$ cat src/rtl/div_arbiter.sv
// Round-robin front end sharing one iterative div_int among NUM_REQ requesters; one op in flight.
// Response WIDTH+3 cycles after accept (3 on divide-by-zero); a stalled response blocks all new accepts.
module div_arbiter #(
  parameter int WIDTH   = 8,
  parameter int NUM_REQ = 4,
  localparam int ID_W   = $clog2(NUM_REQ)
) (
  input  logic                     clk,
  input  logic                     rst_n,
  input  logic [NUM_REQ-1:0]       req_valid,
  output logic [NUM_REQ-1:0]       req_ready,
  input  logic [NUM_REQ*WIDTH-1:0] req_x,
  input  logic [NUM_REQ*WIDTH-1:0] req_y,
  output logic [NUM_REQ-1:0]       rsp_valid,
  input  logic [NUM_REQ-1:0]       rsp_ready,
  output logic [WIDTH-1:0]         rsp_q,
  output logic [WIDTH-1:0]         rsp_r,
  output logic                     rsp_dbz,
  output logic [ID_W-1:0]          grant_id,
  output logic                     div_start,
  output logic [WIDTH-1:0]         div_x,
  output logic [WIDTH-1:0]         div_y,
  input  logic                     div_busy,
  input  logic                     div_valid,
  input  logic                     div_dbz,
  input  logic [WIDTH-1:0]         div_q,
  input  logic [WIDTH-1:0]         div_r
);

  typedef enum logic [1:0] {IDLE, ISSUE, WAIT, RESP} state_t;

  state_t               state_q;
  logic [ID_W-1:0]      rr_q;
  logic [ID_W-1:0]      grant_q;
  logic [WIDTH-1:0]     x_q;
  logic [WIDTH-1:0]     y_q;
  logic [WIDTH-1:0]     q_q;
  logic [WIDTH-1:0]     r_q;
  logic                 dbz_q;
  logic                 start_q;
  logic [NUM_REQ-1:0]   rsp_vld_q;

  logic                 win_vld;
  logic [ID_W-1:0]      win_id;
  logic [ID_W-1:0]      cand;

  function automatic logic [ID_W-1:0] rot(input logic [ID_W-1:0] base, input int k);
    int s;
    s = (int'(base) + k) % NUM_REQ;
    return ID_W'(s);
  endfunction

  // First valid requester at or after the round-robin pointer, wrapping.
  always_comb begin
    win_vld = 1'b0;
    win_id  = '0;
    cand    = '0;
    for (int k = 0; k < NUM_REQ; k++) begin
      cand = rot(rr_q, k);
      if (!win_vld && req_valid[cand]) begin
        win_vld = 1'b1;
        win_id  = cand;
      end
    end
  end

  always_comb begin
    req_ready = '0;
    if (state_q == IDLE && win_vld) req_ready[win_id] = 1'b1;
  end

  always_ff @(posedge clk) begin
    if (!rst_n) begin
      state_q   <= IDLE;
      rr_q      <= '0;
      grant_q   <= '0;
      x_q       <= '0;
      y_q       <= '0;
      q_q       <= '0;
      r_q       <= '0;
      dbz_q     <= 1'b0;
      start_q   <= 1'b0;
      rsp_vld_q <= '0;
    end else begin
      case (state_q)
        IDLE: begin
          if (win_vld) begin
            x_q     <= req_x[win_id*WIDTH +: WIDTH];
            y_q     <= req_y[win_id*WIDTH +: WIDTH];
            grant_q <= win_id;
            start_q <= 1'b1;
            state_q <= ISSUE;
          end
        end
        ISSUE: begin
          start_q <= 1'b0;
          state_q <= WAIT;
        end
        WAIT: begin
          // dbz wins over a simultaneous valid so a zero divisor never leaks a result.
          if (div_dbz) begin
            q_q       <= '0;
            r_q       <= '0;
            dbz_q     <= 1'b1;
            rsp_vld_q <= NUM_REQ'(1) << grant_q;
            state_q   <= RESP;
          end else if (!div_busy && div_valid) begin
            q_q       <= div_q;
            r_q       <= div_r;
            dbz_q     <= 1'b0;
            rsp_vld_q <= NUM_REQ'(1) << grant_q;
            state_q   <= RESP;
          end
        end
        RESP: begin
          if (rsp_ready[grant_q]) begin
            rsp_vld_q <= '0;
            rr_q      <= (grant_q == ID_W'(NUM_REQ - 1)) ? '0 : grant_q + 1'b1;
            state_q   <= IDLE;
          end
        end
        default: state_q <= IDLE;
      endcase
    end
  end

  assign rsp_valid = rsp_vld_q;
  assign rsp_q     = q_q;
  assign rsp_r     = r_q;
  assign rsp_dbz   = dbz_q;
  assign grant_id  = grant_q;
  assign div_start = start_q;
  assign div_x     = x_q;
  assign div_y     = y_q;

endmodule
$ cat config.mk
export PLATFORM = sky130hd
export DESIGN_NAME = div_arbiter
export DESIGN_NICKNAME = d
export VERILOG_FILES = /design/src/rtl/div_arbiter.sv
export SDC_FILE = /design/constraint.sdc
export NUM_CORES = 1
export LEC_CHECK = 0
export CAP_MARGIN = 20
export CORE_MARGIN = 8
export CORE_UTILIZATION = 40
export DETAILED_ROUTE_END_ITERATION = 16
export PLACE_DENSITY = 0.81
export SYNTH_ARGS = -nofsm -noshare
export SYNTH_HDL_FRONTEND = slang
export SYNTH_SLANG_ARGS = --single-unit
export TNS_END_PERCENT = 1
$ cat constraint.sdc
create_clock -name clk -period 2.5 [get_ports clk]
set_input_delay 0.5 -clock clk [delete_from_list [all_inputs] [get_ports clk]]
set_output_delay 0.5 -clock clk [all_outputs]
set_load 0.01 [all_outputs]
==> flow_summary.ini, run 1 <==
[run_status]
status = completed

[synthesis]
synth_area_per_cell_um2 = 8.482
synth_edf_count = 0
yosysTopAreaCell = dfxtp_1
async_flop_share_pct = 0
synth_fp_nets = 413
syn_inst = 312
yosys_warnings = 0
synth_top_cells_by_area = dfxtp_1 33%, a2111oi_2 8.5%, a211oi_1 4.5%
ys.flop_type = dfxtp_1
syn_area_um2 = 2646
synth_top_area_share_pct = 33.29
synth_cell_types = 40
seq_area_frac_synth_pct = 33.29
synth-seq-cells = 44

[global_route]
grt_pass1_vias = 3024
gr-usage-met1_pct = 23.15
overflow = 0
grt_busiest_layer = met2
grt_pass1_wl_mm = 15.66
grtUsageTotal_pct = 19.59
grt_start_max_net_pins = 52
met3_usage_pct = 7.610
grt_use_met2_pct = 31.56
antenna_found_initial = 0

[timing]
relSlewSlack_pct = 60.73
tightest_slew_ns = 0.5891
post-route-period-util_pct = 97.28
slew_violations = 0
holdWs_ns = 0.4610
hold_violations = 0
rsz0062_at_grt = false
finClkSkew_ns = 0.01295
layout_setup_ws_ns = 0.06810
finalSetupViolCount = 0
fmax_mhz = 411.2
min_period_ns = 2.432

[placed_design]
port_buffers = 136
place_congestion = 0.8673
dp_hpwl_mm = 7.087
place_ws_ns = -0.4650
dpl.cell_count = 522

[drt]
first_iter_violations = 146
drc_errors = 0
vias = 2964
ant_nets = 0
viasPerCell = 5.561
drt_wl_total_mm = 9.577
wire_per_inst_um = 17.97
drt_pass1_iterations = 4

[power_and_ir_drop]
ir_drop_mv = 0.6718
pwr_density_cell_nw_per_um2 = 657.9
p_leak_nw = 1.580

[floorplan]
fp-row-count = 29
io_pins = 137
initial_core_util_pct = 41.44
coreArea_um2 = 6386
die_h_um = 97.34
die_area_um2 = 9474
die_w_um = 97.34

[clocking]
cts.sinks = 44
htreeDepth = 2
tritoncts = built
insertion_delay_ns = 0.30
root_buffer = clkbuf_8
cts_hold_buf = 0
clkTransAtPathRegs_ns = 0.10
cts_buffer_depth = 2
cts_buffers = 5

[critical_path]
r2r_cells = 6
regToRegStartpoint = rr_q[0]$_SDFFE_PN0P_
max_stage_delay_ns = 0.51
cp_data_arrival_time_ns = 1.93
r2r_setup_slack_ns = 0.36
cp-startpoint = req_valid[1]
required_ns = 2.00
critPathMaxFanout = 5
worstSetupPathType = primary input to output port
timing.rr.end = div_x[5]$_SDFFE_PN0P_
endpoint = req_ready[1]
path_cells = clkdlybuf4s15_1 -> nor2b_4 -> or4_4 -> nand2_4 -> and3_1 -> clkdlybuf4s15_2
start_kind = primary input
crit_slowest_cell = or4_4
cp-end-kind = output port

[min_path]
hp-start = rsp_valid[2]$_SDFFE_PN0P_
min-delay-path-class = register to register

[finish]
diodes = 0
area_growth_pct = 63.31
stdcell_count = 533
final_common_cell = clkdlybuf4s50_1
drive_gt1_share_pct = 16.89
num-nets-final = 556
mostFrequentLayoutCells = 128 x clkdlybuf4s50_1, 44 x dfxtp_1, 27 x nand2_1, 27 x buf_4, 24 x nor2_1
fin_util_pct = 67.67

[flow_run]
cap_viol_max_count = 0
## repair_timing
item                       in CTS  in global routing
gates resized for setup        24                  3
setup endpoints to repair       4                  3
pin swaps                       3                  1
buffers inserted                2                  0
## worst max-delay path: cells and delay by family
family / cells / cell delay, ns
buf+inv: 2 / 0.58
simple gates: 4 / 0.85
## synthesized netlist by cell type (all sizes together), types with 2 or more instances
library cell	n
a211oi	17
a2111oi	15
a21oi	22
or3	2
nor3b	16
and3	17
a31o	15
buf	12
nor4	2
nand2	28
nor3	2
nand2b	2
nand3	18
a22oi	2
o21ai	21
clkbuf	17
mux2i	3
dfxtp	44
nand4b	4
nor2	25
nor2b	6
ha	8
inv	6
## power breakdown
part	internal, mW	total, mW	switching, mW
clock network	0.224	0.492	0.268
registers	0.851	0.949	0.0979
logic	0.721	1.40	0.681
## metrics by stage
stage	instance area [um^2]	TNS [ns]	total power, mW
after floorplan	2646	0	1.711
after global placement	4163	-4.685	2.322
after detailed placement	4163	-5.128	2.353
after CTS	4309	0	2.852
after global routing	4322	0	3.037
final	4322	0	2.843
## area by class of cell
type	instances	area, um^2
clock inverter	2	15.01
sequential	44	880.8
fill	514	2064
timing repair buffer	165	1578
tap	77	96.34
multi-input combinational	233	1647
inverter	6	22.52
clock buffer	6	82.58
## worst min-delay path by stage
stage | endpoint | slack (ns) | depth (start not counted)
floorplan | rr_q[0]$_SDFFE_PN0P_ | 0.48 | 2
global placement | rsp_valid[0]$_SDFFE_PN0P_ | 0.45 | 2
detailed placement | rsp_valid[2]$_SDFFE_PN0P_ | 0.45 | 2
CTS | rsp_valid[2]$_SDFFE_PN0P_ | 0.47 | 2
global route | rsp_valid[3]$_SDFFE_PN0P_ | 0.49 | 2
finish | rsp_valid[2]$_SDFFE_PN0P_ | 0.46 | 2
## logic make-up after synthesis
family                   after synthesis  share of synthesized area [%]
flip-flops                            44                          33.29
AO/OA/AOI/OAI                         97                          28.89
multiplexers                           4                          1.986
AND/OR/NAND/NOR                      124                          25.82
buffers and inverters                 35                          6.241
adder cells (fa/ha/maj)                8                          3.783
## per-layer routing
metal	vias up	wire length, um
met4	0	215
met3	21	1060
met2	138	4439
met5	-	0
met1	1371	3861
li1	1434	-
## flip-flops by register name, indices dropped and copies added (netlist names)
| signal | count |
|---|---|
| div_start | 1 |
| div_x | 8 |
| div_y | 8 |
| grant_id | 2 |
| rr_q | 2 |
| rsp_dbz | 1 |
| rsp_q | 8 |
| rsp_r | 8 |
| rsp_valid | 4 |
| state_q | 2 |
Power figures use the tool's default switching activity.
==> inputs of run 2 (changes only) <==
--- a/config.mk
+++ b/config.mk
@@ -5,6 +5,7 @@
 export SDC_FILE = /design/constraint.sdc
 export NUM_CORES = 1
 export LEC_CHECK = 0
+export ABC_CLOCK_PERIOD_IN_PS = 2500
 export CAP_MARGIN = 20
 export CORE_MARGIN = 8
 export CORE_UTILIZATION = 40
==> results of run 2 <==
Final layout, timing and power as in run 1 (identical DEF).
==> inputs of run 3 (changes only) <==
--- a/config.mk
+++ b/config.mk
@@ -7,10 +7,12 @@
 export LEC_CHECK = 0
 export ABC_CLOCK_PERIOD_IN_PS = 2500
 export CAP_MARGIN = 20
+export CELL_PAD_IN_SITES_DETAIL_PLACEMENT = 0
+export CELL_PAD_IN_SITES_GLOBAL_PLACEMENT = 1
 export CORE_MARGIN = 8
-export CORE_UTILIZATION = 40
+export CORE_UTILIZATION = 28
 export DETAILED_ROUTE_END_ITERATION = 16
-export PLACE_DENSITY = 0.81
+export PLACE_DENSITY_LB_ADDON = 0.1
 export SYNTH_ARGS = -nofsm -noshare
 export SYNTH_HDL_FRONTEND = slang
 export SYNTH_SLANG_ARGS = --single-unit
==> run 3 against run 2 <==
Net effect:
- core utilization fell by 20 points
- combinational power barely moved
- critical endpoint unchanged
- largest cell class unchanged
- highest routed layer unchanged
- clock-buffer cell count unchanged
- largest power group unchanged
- via count shrank 3.6%
- non-clock buffer count did not move
- setup slack gained 0.024 ns
==> flow_summary.ini, run 3 (synthesis gave the netlist of run 1 again) <==
[global_route]
grtUsageTotal_pct = 14.70
overflow = 0
grt_pass1_vias = 2958
grt_start_max_net_pins = 52
antenna_found_initial = 1
grt_pass1_wl_mm = 15.36

[critical_path]
start_kind = primary input
timing.rr.end = div_y[1]$_SDFFE_PN0P_
cp_data_arrival_time_ns = 1.91
cp_num_cells = 6
path_cells = dlygate4sd2_1 -> nor2b_4 -> or4_4 -> nand2_4 -> and3_1 -> clkdlybuf4s15_2
endpoint = req_ready[1]
regToRegStartpoint = rr_q[0]$_SDFFE_PN0P_
cp-end-kind = output port
worstSetupPathType = primary input to output port
timing.critical_path.buf_inv = 2
critPathMaxFanout = 4
crit_slowest_cell = or4_4
r2r_setup_slack_ns = 0.35
r2r_cells = 6
critPathTopFamily = simple AND/OR/NAND/NOR gates
required_ns = 2.00
cp-startpoint = req_valid[0]
max_stage_delay_ns = 0.54

[drt]
drc_errors = 0
ant_nets = 0
viasPerCell = 5.021
first_iter_violations = 65
vias = 2857
drt_pass1_iterations = 4
wire_per_inst_um = 16.98
drt_wl_total_mm = 9.664

[timing]
finalSetupViolCount = 0
tightest_slew_ns = 0.6263
layout_setup_ws_ns = 0.09198
finClkSkew_ns = 0.008880
slew_violations = 0
min_period_ns = 2.408
relSlewSlack_pct = 58.25
post-route-period-util_pct = 96.32
tns_ns = 0
hold_violations = 0
fmax_mhz = 415.3
rsz0062_at_grt = false
holdWs_ns = 0.4617

[placed_design]
dpl.cell_count = 558
place_congestion = 0.7235
place_ws_ns = -0.5033
dp_hpwl_mm = 7.145
port_buffers = 136
place_area_um2 = 4228

[finish]
area_growth_pct = 65.53
mostFrequentLayoutCells = 128 x clkdlybuf4s50_1, 44 x dfxtp_1, 27 x nand2_1, 27 x buf_4, 25 x nor2_1
final_common_cell = clkdlybuf4s50_1
fin_util_pct = 47.63
drive_gt1_share_pct = 16.67
stdcell_count = 569
final_area_um2 = 4380
num-nets-final = 556

[clocking]
clkTransAtPathRegs_ns = 0.09
tritoncts = built
root_buffer = clkbuf_8
cts.sinks = 44
insertion_delay_ns = 0.30
htreeDepth = 2
cts_buffer_depth = 2
cts_buffers = 5

[floorplan]
die_w_um = 113.2
initial_core_util_pct = 28.78
die_area_um2 = 12820
coreArea_um2 = 9196
io_pins = 137
fp-row-count = 35
die_h_um = 113.2

[power_and_ir_drop]
p_leak_nw = 1.597
pwr_density_cell_nw_per_um2 = 669.9
ir_drop_mv = 0.3429
finalPower_mw = 2.935

[min_path]
min-delay-path-class = register to register

[flow_run]
cap_viol_max_count = 0

[run_status]
status = completed
run 3: changes by cell type in the layout (fill, tap and decap cells not counted), sizes merged:
cell           delta
buf               +1
bufinv            +1
clkbuf            -1
clkdlybuf4s15     -1
clkinv            +1
clkinvlp          -2
diode             +2
dlygate4sd2       +1
run 3: power breakdown:
part / total [mW] / internal, mW / switching (mW)
Sequential: 0.942 / 0.851 / 0.0915
Combinational: 1.40 / 0.720 / 0.683
Clock: 0.588 / 0.327 / 0.261
Total: 2.93 / 1.90 / 1.04
run 3: cell type report:
class / instances / area, um^2
diodes: 2 / 5.005
clock buffers: 6 / 82.58
repair buffers: 165 / 1577
multi-input cells: 233 / 1635
flip-flops and latches: 44 / 880.8
clock inverters: 2 / 38.79
well taps: 111 / 138.9
fillers: 946 / 4816
inverters: 6 / 22.52
run 3: tightest hold or removal path: cells and delay by family, from the launching register on:
family          cells  cell delay [ns]
flops               1             0.32
compound gates      1             0.06
simple gates        1             0.05
run 3: how the worst min path moves through the flow:
stage / from / to / slack [ns] / cells after the start
after global placement: rsp_valid[1]$_SDFFE_PN0P_ / rsp_valid[1]$_SDFFE_PN0P_ / 0.45 / 2
after CTS: div_x[7]$_SDFFE_PN0P_ / div_x[7]$_SDFFE_PN0P_ / 0.47 / 2
after detailed placement: rsp_valid[0]$_SDFFE_PN0P_ / rsp_valid[0]$_SDFFE_PN0P_ / 0.45 / 2
final: rsp_valid[1]$_SDFFE_PN0P_ / rsp_valid[1]$_SDFFE_PN0P_ / 0.46 / 2
after floorplan: rr_q[0]$_SDFFE_PN0P_ / rr_q[0]$_SDFFE_PN0P_ / 0.48 / 2
after global routing: rsp_valid[1]$_SDFFE_PN0P_ / rsp_valid[1]$_SDFFE_PN0P_ / 0.48 / 2
run 3: routing by layer:
metal | wire, um | vias up | track usage, %
li1 | - | 1440 | -
met1 | 4230 | 1330 | 17.51
met2 | 4593 | 78 | 24.29
met3 | 731 | 9 | 5.378
met4 | 108 | 0 | 3.996
met5 | 0 | - | 0
run 3: what timing repair did:
action,CTS,global route
gates resized for setup,25,1
hold buffers,0,0
endpoints found under the setup margin,4,1
setup buffers,1,0
pin swaps,2,0
